`src/rtl/dsd_seq.sv`:
```
`default_nettype none
// ============================================================================
// Module   : dsd_seq
// Function : Sequencer for a decimating FIR. It writes input samples into a
//            circular data memory and sweeps the taps once per DECIM samples.
// Revision : 1.0
// ============================================================================
module dsd_seq #(
  parameter int IN_WIDTH     = 24,
  parameter int COEFF_W      = 18,
  parameter int NCOEFFS      = 64,
  parameter int DECIM        = 4,
  parameter int MAC_LAT      = 2,
  parameter bit FIXED_COEFFS = 1'b0,
  localparam int LGN         = $clog2(NCOEFFS)
) (
  input  logic           i_clk,
  input  logic           i_rst,
  input  logic           i_valid,
  output logic           o_ready,
  input  logic           i_cwr,
  input  logic [LGN-1:0] i_caddr,
  output logic           o_cack,
  output logic           o_dmem_we,
  output logic [LGN-1:0] o_dmem_waddr,
  output logic [LGN-1:0] o_dmem_raddr,
  output logic           o_cmem_we,
  output logic [LGN-1:0] o_cmem_waddr,
  output logic [LGN-1:0] o_cmem_raddr,
  output logic           o_mac_en,
  output logic           o_mac_clr,
  output logic           o_mac_last,
  output logic           o_result_stb
);

  localparam int           PW     = (DECIM > 1) ? $clog2(DECIM) : 1;
  localparam int           DW     = (MAC_LAT > 1) ? $clog2(MAC_LAT) : 1;
  localparam logic [LGN-1:0] C_K_LAST = LGN'(NCOEFFS - 1);
  localparam logic [PW-1:0]  C_PH_LAST = PW'(DECIM - 1);
  localparam logic [DW-1:0]  C_DR_LAST = DW'(MAC_LAT - 1);

  generate
    if (NCOEFFS < 2 || (NCOEFFS & (NCOEFFS - 1)) != 0 || DECIM < 1 ||
        MAC_LAT < 0 || IN_WIDTH < 1 || COEFF_W < 1) begin : g_bad_params
      $error("dsd_seq: illegal parameter combination");
    end
  endgenerate

  typedef enum logic [1:0] {
    ST_IDLE  = 2'd0,
    ST_RUN   = 2'd1,
    ST_DRAIN = 2'd2,
    ST_DONE  = 2'd3
  } state_t;

  state_t         r_state;
  logic [LGN-1:0] r_wp;
  logic [LGN-1:0] r_a;
  logic [LGN-1:0] r_k;
  logic [LGN-1:0] r_dmem_raddr;
  logic [PW-1:0]  r_phase;
  logic [DW-1:0]  r_drain;
  logic           r_mac_en;
  logic           r_mac_clr;
  logic           r_mac_last;
  logic           r_result_stb;

  logic           w_idle;
  logic           w_ready;
  logic           w_accept;
  logic           w_cack;
  logic [LGN-1:0] w_k_next;

  // Coefficient writes win over samples: a pending i_cwr masks o_ready.
  assign w_idle   = (r_state == ST_IDLE);
  assign w_ready  = w_idle && !i_cwr;
  assign w_accept = w_ready && i_valid;
  assign w_cack   = w_idle && i_cwr && !FIXED_COEFFS;
  assign w_k_next = r_k + 1'b1;

  always_ff @(posedge i_clk or posedge i_rst) begin
    if (i_rst) begin
      r_state      <= ST_IDLE;
      r_wp         <= '0;
      r_a          <= '0;
      r_k          <= '0;
      r_dmem_raddr <= '0;
      r_phase      <= '0;
      r_drain      <= '0;
      r_mac_en     <= 1'b0;
      r_mac_clr    <= 1'b0;
      r_mac_last   <= 1'b0;
      r_result_stb <= 1'b0;
    end else begin
      r_mac_clr    <= 1'b0;
      r_result_stb <= 1'b0;
      case (r_state)
        ST_IDLE: begin
          if (w_accept) begin
            r_wp <= r_wp + 1'b1;
            r_a  <= r_wp;
            if (r_phase == C_PH_LAST) begin
              // Newest sample is tap 0, so the sweep starts at its address.
              r_phase      <= '0;
              r_state      <= ST_RUN;
              r_k          <= '0;
              r_dmem_raddr <= r_wp;
              r_mac_en     <= 1'b1;
              r_mac_clr    <= 1'b1;
              r_mac_last   <= 1'b0;
            end else begin
              r_phase <= r_phase + 1'b1;
            end
          end
        end
        ST_RUN: begin
          if (r_k == C_K_LAST) begin
            r_mac_en   <= 1'b0;
            r_mac_last <= 1'b0;
            r_drain    <= '0;
            if (MAC_LAT == 0) begin
              r_state      <= ST_DONE;
              r_result_stb <= 1'b1;
            end else begin
              r_state <= ST_DRAIN;
            end
          end else begin
            r_k          <= w_k_next;
            r_dmem_raddr <= r_a - w_k_next;
            r_mac_last   <= (w_k_next == C_K_LAST);
          end
        end
        ST_DRAIN: begin
          if (r_drain == C_DR_LAST) begin
            r_state      <= ST_DONE;
            r_result_stb <= 1'b1;
          end else begin
            r_drain <= r_drain + 1'b1;
          end
        end
        ST_DONE: begin
          r_state <= ST_IDLE;
        end
        default: begin
          r_state <= ST_IDLE;
        end
      endcase
    end
  end

  assign o_ready      = w_ready;
  assign o_cack       = w_cack;
  assign o_cmem_we    = w_cack;
  assign o_cmem_waddr = i_caddr;
  assign o_dmem_we    = w_accept;
  assign o_dmem_waddr = r_wp;
  assign o_dmem_raddr = r_dmem_raddr;
  assign o_cmem_raddr = r_k;
  assign o_mac_en     = r_mac_en;
  assign o_mac_clr    = r_mac_clr;
  assign o_mac_last   = r_mac_last;
  assign o_result_stb = r_result_stb;

endmodule
`default_nettype wire

```
`config.mk`:
```
export PLATFORM = sky130hd
export DESIGN_NAME = dsd_seq
export DESIGN_NICKNAME = d
export VERILOG_FILES = /design/src/rtl/dsd_seq.sv
export SDC_FILE = /design/constraint.sdc
export NUM_CORES = 1
export LEC_CHECK = 0
export BUFFER_PORTS_ARGS = -buffer_cell sky130_fd_sc_hd__buf_2
export CORE_AREA = 4 4 69 71
export CTS_CLUSTER_SIZE = 10
export DETAILED_ROUTE_END_ITERATION = 10
export DIE_AREA = 0 0 73 75
export GPL_ROUTABILITY_DRIVEN = 0
export PLACE_DENSITY = 0.7
export SLEW_MARGIN = 20
export SYNTH_ARGS = -nofsm -noshare
export SYNTH_HDL_FRONTEND = slang
export SYNTH_SLANG_ARGS = --single-unit
```
`constraint.sdc`:
```
create_clock -name i_clk -period 5.44 [get_ports i_clk]
set_input_delay 0.816 -clock i_clk [delete_from_list [all_inputs] [get_ports i_clk]]
set_output_delay 0.816 -clock i_clk [all_outputs]
set_load 0.005 [all_outputs]
```
==> flow_metrics.tcl <==
set metrics [dict create \
    hp-class "reg2reg" \
    setup_violations 0 \
    drt_wl_total_mm 3.61 \
    die_x_um 73 \
    pwr-share-seq 0.375 \
    setup_tns_ns 0 \
    area_growth_pct 12.2 \
    grt_antenna_before_repair 0 \
    slew_headroom 0.542 \
    synth.distinct_cells 43 \
    min_period_ns 2.66 \
    dp_hpwl_mm 2.66 \
    io_pins 42 \
    ctsHoldBuffers 0 \
    required_ns 5.66 \
    rows 24 \
    outcome "finished, final reports clean" \
    intPower_w 0.000624 \
    cts_tree "yes" \
    p_comb_frac 0.453 \
    synthCells 191 \
    critPathTopFamily "simple AND/OR/NAND/NOR gates" \
    p_leak_nw 1.06 \
    timing.critical_path.buf_inv 3 \
    grt_setup_unrepaired "false" \
    syn-cell-area_um2 1840 \
    htreeDepth 2 \
    avgViaCountPerCell 5.12 \
    critPathArrivalTime_ns 2.88 \
    powerDensity_nw_per_um2 499 \
    synth_edf_count 0 \
    synth_async_sr_flop_share 1.00 \
    wl_per_cell_um 13.4 \
    slowest_delay_ns 0.41 \
    crit_slowest_cell "or2_2" \
    path_common_cell "inv_2" \
    numCtsBuffers 5 \
    synth_area_leaders "dfrtp_1, ha_1, nand2_1" \
    clock_latency_ns 0.29 \
    drive_above_1_share 0.221 \
    post_cts_buffers 0 \
    core_um2 4230 \
    final_common_cell "nand2_1" \
    clockBufferDepth 2 \
    die_y_um 75 \
    synth.ff_latch_count 33 \
    antenna_left 0 \
    swShare 0.393 \
    place_ws_ns 2.48 \
    synth_top_area_frac 0.449 \
    seq_area_um2 826 \
    grt_pass1_wl_mm 6.26 \
    drv_slew 0 \
    grt.total_usage 0.151 \
    first_pass_iters 4 \
    initial_utilization 0.434 \
    finClkSkew_ns 0.00628 \
    clock-sinks 33 \
    synth-main-ff-cell "dfrtp_1" \
    fin_crit_sh 0.488 \
    ctsResizeCount 0 \
    maxCapViolCount 0 \
    num-fill-cells 410 \
    clockRootBuffer "clkbuf_8" \
    worst_slack_ns 2.78 \
    clock.fmax_ghz 0.377 \
    crit_chain "inv_1 > ha_1 > nand2_1 > inv_2 > nand2_2 > inv_2 > o22ai_2 > or2_2 > or3_1 > nand3_1" \
    finalNetCount 240 \
    grt-ovfl-total 0 \
    power.switching_w 0.000404 \
    final_cell_mix "nand2_1, dfrtp_1, buf_2, o21ai_0, ha_1" \
    clkPwrFrac 0.173 \
    synth_seq_area_share 0.449 \
    yosys_warnings 0 \
    antenna_cells 0 \
    io_buffers 29 \
    drc_errors 0 \
    critical_path_peak_fanout 20 \
    synth_area_per_cell_um2 9.62 \
    worst_setup_path_start_kind "flop" \
    synth_fp_nets 215 \
    grt_max_degree 34 \
    grt_pass1_vias 1363 \
    worstMarginPinSlew_ns 0.687 \
    synth_largest_area_cell "dfrtp_1" \
    clk_pin_slew_ns 0.07 \
    vias 1377 \
    cp-end-kind "flop" \
    drt_iter0_drc 54 \
    die_area_um2 5480 \
    path_class "reg2reg" \
    hold_viol_final 0 \
    peakVddDrop_mv 0.226 \
    multi_input_area_um2 895 \
]
==> kinds of logic after synthesis <==
group,share of synthesized area
AO/OA/AOI/OAI,0.123
XOR/XNOR,0.0653
adder cells (fa/ha/maj),0.0994
buffers and inverters,0.0640
flip-flops,0.449
multiplexers,0.0170
AND/OR/NAND/NOR,0.182
==> path summary, 6_finish.rpt <==
path | from | end | slack, ns | depth (start not counted)
setup / recovery | r_state[0]$_DFFE_PP0P_ | o_dmem_raddr[5]$_DFFE_PP0P_ | 2.78 | 10
hold / removal | o_dmem_raddr[1]$_DFFE_PP0P_ | o_dmem_raddr[1]$_DFFE_PP0P_ | 0.48 | 2
setup reg to reg | r_state[0]$_DFFE_PP0P_ | o_dmem_raddr[5]$_DFFE_PP0P_ | 2.78 | 10
hold reg to reg | o_dmem_raddr[1]$_DFFE_PP0P_ | o_dmem_raddr[1]$_DFFE_PP0P_ | 0.48 | 2
max in group asynchronous | i_rst | o_dmem_raddr[0]$_DFFE_PP0P_ | 4.53 | 3
min in group asynchronous | i_rst | r_phase[0]$_DFFE_PP0P_ | 0.60 | 3
==> cell type report <==
class / count / area share
well taps: 52 / 0.0316
inverters: 10 / 0.0182
flip-flops and latches: 33 / 0.400
multi-input cells: 136 / 0.434
clock inverters: 3 / 0.00850
clock buffers: 5 / 0.0334
repair buffers: 30 / 0.0740
==> per-layer routing <==
| layer | GRT usage | vias up | wire length [um] |
|---|---|---|---|
| met3 | 0.0401 | 6 | 151 |
| met5 | 0 | - | 0 |
| met2 | 0.253 | 24 | 1730 |
| li1 | - | 680 | - |
| met1 | 0.183 | 667 | 1660 |
| met4 | 0.0676 | 0 | 65 |
==> per-stage QoR <==
step	hold WS, ns	util	total power [W]	instance area [um^2]	cells
2_1_floorplan	0.450	-	0.000736	1840	191
3_3_place_gp	0.463	0.467	0.000844	1980	261
3_5_place_dp	0.469	0.467	0.000857	1980	261
4_1_cts	0.484	0.487	0.00105	2060	269
5_1_grt	0.516	0.487	0.00113	2060	269
6_report	0.478	0.487	0.00103	2060	269
==> worst reg2reg max path: cells and delay by family, from the launching register on <==
family | cells | cell delay, ns
and+or+nand+nor | 5 | 1.26
adders and majority gates | 1 | 0.23
AOI/OAI and AO/OA | 1 | 0.24
DFF | 1 | 0.40
buffers and inverters | 3 | 0.47
==> power by group through the flow <==
stage	Sequential (W)	Combinational [W]	Clock, W
3_5_place_dp	0.000390	0.000467	0
3_3_place_gp	0.000390	0.000455	0
6_report	0.000385	0.000465	0.000178
4_1_cts	0.000387	0.000472	0.000186
2_1_floorplan	0.000379	0.000357	0
5_1_grt	0.000398	0.000537	0.000194
==> cells in the mapped netlist, types with 3 or more instances <==
cell,instances
nand2_1,40
dfrtp_1,33
ha_1,13
o21ai_0,13
nor2_1,8
buf_4,7
inv_1,7
nand3_1,7
xnor2_1,7
a21oi_1,6
xor2_1,4
a21o_1,3
clkbuf_1,3
nor2b_1,3
==> registers in the layout, summed over array words and instances (netlist names) <==
register	flops
o_mac_en	1
o_dmem_waddr	6
o_dmem_raddr	6
o_result_stb	1
r_phase	2
o_mac_clr	1
o_mac_last	1
r_state	2
r_drain	1
o_cmem_raddr	6
r_a	6
No activity file was read; power rests on OpenSTA's default activity.
